**config.mk**
```make
export PLATFORM = sky130hd
export DESIGN_NAME = fpu_cmd_sequencer
export DESIGN_NICKNAME = d
export VERILOG_FILES = /design/src/rtl/fpu_cmd_sequencer.sv
export SDC_FILE = /design/constraint.sdc
export NUM_CORES = 1
export LEC_CHECK = 0
export CAP_MARGIN = 30
export CORE_MARGIN = 5
export CORE_UTILIZATION = 36
export CTS_BUF_LIST = sky130_fd_sc_hd__clkbuf_8
export DETAILED_ROUTE_END_ITERATION = 12
export GPL_TIMING_DRIVEN = 0
export PLACE_DENSITY = 0.58
export SETUP_SLACK_MARGIN = 0.05
export SYNTH_ARGS = -nofsm -noshare
export SYNTH_HDL_FRONTEND = slang
export SYNTH_SLANG_ARGS = --single-unit
```
**constraint.sdc**
```tcl
create_clock -name clk -period 2.9 [get_ports clk]
set_input_delay 0.29 -clock clk [delete_from_list [all_inputs] [get_ports clk]]
set_output_delay 0.29 -clock clk [all_outputs]
set_load 0.05 [all_outputs]
```
**src/rtl/fpu_cmd_sequencer.sv**
```systemverilog
// fpu_cmd_sequencer
//   Receives a 9-byte command frame from a UART (op byte, operand A LSB
//   first, operand B LSB first), launches one FPU operation, and returns the
//   32-bit result to the host as 4 bytes, MSB first.
//
// Ports
//   clk, reset      system clock; asynchronous active-low reset
//   rx_data/rx_valid    byte stream from the UART receiver
//   tx_data/tx_start    byte and one-cycle send strobe to the UART transmitter
//   tx_busy/tx_done     transmitter status / one-cycle byte-sent strobe
//   fpu_op/fpu_a/fpu_b  operation (00 add, 01 mul, 10 div, 11 sub) and operands
//   fpu_start           one-cycle launch strobe
//   fpu_done/fpu_result completion strobe and result from the FPU
//   busy                high whenever the sequencer is not idle
//   err_op/err_timeout/err_overrun  one-cycle error pulses
module fpu_cmd_sequencer #(
   parameter int unsigned BYTE_TIMEOUT = 1_000_000,
   parameter int unsigned FPU_TIMEOUT  = 4096
) (
   input  logic        clk,
   input  logic        reset,
   input  logic [7:0]  rx_data,
   input  logic        rx_valid,
   output logic [7:0]  tx_data,
   output logic        tx_start,
   input  logic        tx_busy,
   input  logic        tx_done,
   output logic [1:0]  fpu_op,
   output logic [31:0] fpu_a,
   output logic [31:0] fpu_b,
   output logic        fpu_start,
   input  logic        fpu_done,
   input  logic [31:0] fpu_result,
   output logic        busy,
   output logic        err_op,
   output logic        err_timeout,
   output logic        err_overrun
);

   typedef enum logic [2:0] {
      IDLE, RX_A, RX_B, EXEC, WAIT, TX_LOAD, TX_WAIT
   } state_t;

   localparam logic [31:0] BYTE_LAST = 32'(BYTE_TIMEOUT - 1);
   localparam logic [31:0] FPU_LAST  = 32'(FPU_TIMEOUT - 1);
   localparam logic [31:0] QNAN      = 32'h7FC0_0000;

   state_t      state;
   logic [1:0]  bcnt;
   logic [31:0] tcnt;
   logic [31:0] result;

   always_ff @(posedge clk or negedge reset) begin
      if (!reset) begin
         state       <= IDLE;
         bcnt        <= '0;
         tcnt        <= '0;
         result      <= '0;
         fpu_op      <= '0;
         fpu_a       <= '0;
         fpu_b       <= '0;
         tx_data     <= '0;
         fpu_start   <= 1'b0;
         tx_start    <= 1'b0;
         busy        <= 1'b0;
         err_op      <= 1'b0;
         err_timeout <= 1'b0;
         err_overrun <= 1'b0;
      end else begin
         fpu_start   <= 1'b0;
         tx_start    <= 1'b0;
         err_op      <= 1'b0;
         err_timeout <= 1'b0;
         err_overrun <= 1'b0;

         case (state)
            IDLE: begin
               if (rx_valid) begin
                  if (rx_data[7:2] == '0) begin
                     fpu_op <= rx_data[1:0];
                     bcnt   <= '0;
                     tcnt   <= '0;
                     busy   <= 1'b1;
                     state  <= RX_A;
                  end else begin
                     err_op <= 1'b1;
                  end
               end
            end

            RX_A, RX_B: begin
               // A byte arriving on the threshold cycle wins over the timeout.
               if (rx_valid) begin
                  if (state == RX_A) fpu_a[{bcnt, 3'b000} +: 8] <= rx_data;
                  else               fpu_b[{bcnt, 3'b000} +: 8] <= rx_data;
                  bcnt <= bcnt + 2'd1;
                  tcnt <= '0;
                  if (bcnt == 2'd3) begin
                     if (state == RX_A) begin
                        state <= RX_B;
                     end else begin
                        // Raised on entry so the strobe is visible during EXEC.
                        fpu_start <= 1'b1;
                        state     <= EXEC;
                     end
                  end
               end else if (tcnt == BYTE_LAST) begin
                  err_timeout <= 1'b1;
                  busy        <= 1'b0;
                  bcnt        <= '0;
                  tcnt        <= '0;
                  state       <= IDLE;
               end else begin
                  tcnt <= tcnt + 32'd1;
               end
            end

            EXEC: begin
               tcnt  <= '0;
               state <= WAIT;
            end

            WAIT: begin
               if (fpu_done) begin
                  result <= fpu_result;
                  // Launch byte 0 straight from fpu_result when the transmitter
                  // is free, skipping TX_LOAD to keep one-cycle result latency.
                  if (!tx_busy) begin
                     tx_data  <= fpu_result[31:24];
                     tx_start <= 1'b1;
                     state    <= TX_WAIT;
                  end else begin
                     state <= TX_LOAD;
                  end
               end else if (tcnt == FPU_LAST) begin
                  result      <= QNAN;
                  err_timeout <= 1'b1;
                  state       <= TX_LOAD;
               end else begin
                  tcnt <= tcnt + 32'd1;
               end
            end

            TX_LOAD: begin
               if (!tx_busy) begin
                  tx_data  <= result[{~bcnt, 3'b000} +: 8];
                  tx_start <= 1'b1;
                  state    <= TX_WAIT;
               end
            end

            TX_WAIT: begin
               if (tx_done) begin
                  if (bcnt == 2'd3) begin
                     bcnt  <= '0;
                     busy  <= 1'b0;
                     state <= IDLE;
                  end else begin
                     bcnt  <= bcnt + 2'd1;
                     state <= TX_LOAD;
                  end
               end
            end

            default: begin
               busy  <= 1'b0;
               state <= IDLE;
            end
         endcase

         if (rx_valid && (state inside {EXEC, WAIT, TX_LOAD, TX_WAIT}))
            err_overrun <= 1'b1;
      end
   end

endmodule

```
==> out/results.txt <==
Status: complete, no violations
Initial Util: 0.366
Post-Syn Area: 6850 um2
Top delay family on crit path: simple AND/OR/NAND/NOR gates
Period Utilization, post-route: 0.902
Fmax: 0.382 GHz
Clk sink count: 149
Htree depth: 4
I/O pin count: 126
Worst skew pair latency: 0.45 ns
Initial antenna violation count: 0
Gr usage total: 0.176
Pins Over Slew Limit: 0
Dpl cell area: 8420 um2
Top cells by area, synth: dfrtp_1 (54%), nand2_1 (7.3%), o21ai_0 (5.7%), a22o_1 (2.9%), nor2_1 (2.8%)
# rows: 50
Post-layout util: 0.474
Synth Area per Inst: 10.0 um2
Routed wire per std cell: 17.5 um
Pwr Total: 7.64 mW
Core Box Area: 18,700 um2
Slowest stage delay, CP: 0.53 ns
Dpl hpwl: 13,800 um
Worst setup path startpoint: tcnt[12]
Leak pwr: 3.68 nW
Fin. Hold Viols: 0
Post-DRT Antenna Nets: 0
Net Sw Frac: 0.415
Flop pwr share: 0.369
Sequential area share after synthesis: 0.544
EDFF count, synth: 0
Grt total ovfl: 0
Worst Skew: 0.0113 ns
Leading post-synthesis cells by instance count: dfrtp_1 (149), nand2_1 (134), o21ai_0 (78)
Share of cells above drive strength 1: 0.0892
Slew of the pin with the lowest slew margin: 0.838 ns
Slew HR: 0.437
Via count: 5,701
Syn_nets: 735
Pin count of the biggest net entering global routing: 77
Reported net switching power: 3.17 mW
RSZ-0062 raised after global routing: no
Critical path endpoint category: flip-flop
Max Fanout on Critical Path: 10
Clock tree from TritonCTS: built
Worst Path Buf+Inv: 1
Top-count cell post-synth: dfrtp_1
Routability congestion estimate: 0.867
PwrDens: 861 nW/um2
Die Span X: 148 um
Syn Inst Count: 682
Clk pwr share: 0.207
Yosys warning total: 0
Max clock buf depth: 2
Initial DRC Count: 316
Clk root buf: clkbuf_8
Synth area leader: dfrtp_1
Synth Flop Type: dfrtp_1
Critical R2R Launch: tcnt[12]
Drt total wl: 18,800 um
Vias in the first global route: 5,785
Clock-pin slew on the worst setup and hold paths: 0.10 ns
Final setup fails: 0
Setup Fix Bufs, Post-CTS: 0
Synth top area share: 0.544
Layout Nets: 881
Port Buffer Count: 125
Peak supply drop: 0.000377 V
Unique cell type count in the Yosys netlist: 54
FF+latch count, synth: 149
Die Area: 21,900 um2
CP Class: reg -> reg
Worst Hold Class: in -> async
Tmin final: 2.62 ns
First-pass GRT wire length: 30,800 um
CTS buffer count: 17
Remaining DRCs: 0
Setup total negative slack: 0 ns
Cell area after layout: 8870 um2
Critical Path RT: 3.23 ns
Asr flop ratio synth: 1.00
Critical-path cell list: nor4_2 > nand4_2 > nor4_1 > o21ai_0 > clkbuf_1 > a22o_1
Slowest CP cell: nor4_1
WP data arrival: 2.95 ns
Int Power: 4.46 mW
Max-cap viol count: 0
Gate power share: 0.424
Startpoint class of the critical path: flip-flop
Area Overhead vs Synth: 29.5%
Die height: 148 um
DR pass1 iterations: 5
Diode count: 0
Routed vias/inst: 5.30
routing by layer:
metal	vias to the layer above	track usage	wire [um]
li1	2703	-	-
met1	2801	0.244	8780
met2	179	0.273	8690
met3	18	0.0414	1060
met4	0	0.0568	299
met5	-	0	0
power by group through the flow:
| stage | Sequential, mW | Combinational, mW | Clock [mW] |
|---|---|---|---|
| 3_3_place_gp | 2.83 | 3.14 | 0 |
| 3_5_place_dp | 2.85 | 3.18 | 0 |
| 5_1_grt | 2.87 | 3.53 | 1.73 |
| 6_report | 2.81 | 3.24 | 1.58 |
| 4_1_cts | 2.81 | 3.20 | 1.62 |
| 2_1_floorplan | 3.44 | 1.53 | 0 |
final cells by class:
| class | instances | area [um2] |
|---|---|---|
| fill | 1753 | 9830 |
| sequential | 149 | 3730 |
| multi-input combinational | 491 | 3000 |
| timing repair buffer | 127 | 1290 |
| tap | 234 | 293 |
| clock buffer | 18 | 248 |
| clock inverter | 14 | 143 |
| buffer | 32 | 138 |
| inverter | 10 | 37.5 |
metrics by stage:
step / instances / hold slack [ns] / worst slack (ns)
6_report: 1075 / 0.426 / 0.283
5_1_grt: 1075 / 0.421 / 0.0652
4_1_cts: 1075 / 0.410 / -0.238
3_5_place_dp: 1042 / 0.370 / -0.183
3_3_place_gp: 1041 / 0.461 / -4.33
2_1_floorplan: 682 / -0.00559 / 0.620
layout by cell type (no fill, tap or decap), drive strengths merged, types with 18 or more instances in the layout:
cell / count
nand2: 134
o21ai: 78
a22o: 23
clkbuf: 42
dfrtp: 149
nor2: 53
nand3: 18
clkdlybuf4s50: 124
nor3: 19
xnor2: 19
what timing repair did:
action                                  4_1_cts  5_1_grt
endpoints found under the setup margin       64       77
pin swaps                                     0        0
hold buffers                                  1        0
hold endpoints to repair                     75        0
gates resized for setup                       1       10
registers in the layout (all words and copies together) (netlist names), 2 cells and up:
| signal | cells |
|---|---|
| fpu_op | 2 |
| tx_data | 8 |
| fpu_a | 32 |
| tcnt | 32 |
| fpu_b | 32 |
| state | 3 |
| bcnt | 2 |
| result | 32 |
path summary, 6_finish.rpt:
path,end,slack [ns],cells after the start
hold reg to reg,fpu_b[7],0.48,2
min in group clk,result[2],0.44,2
max in group asynchronous,tcnt[14],1.65,3
setup reg to reg,result[11],0.28,6
hold / removal,fpu_a[13],0.43,2
setup / recovery,result[11],0.28,6
kinds of logic (layout without fill, tap and decap cells):
| group | count (synthesis) | count (layout) | synth area share |
|---|---|---|---|
| and+or+nand+nor | 298 | 298 | 0.213 |
| DFF | 149 | 149 | 0.544 |
| AOI/OAI and AO/OA | 140 | 140 | 0.127 |
| buffers and inverters | 42 | 201 | 0.0250 |
| xor gates and xnor gates | 27 | 27 | 0.0345 |
| muxes | 19 | 19 | 0.0429 |
| adders and majority gates | 7 | 7 | 0.0128 |
Note: power is estimated with default switching activity, not from simulation.
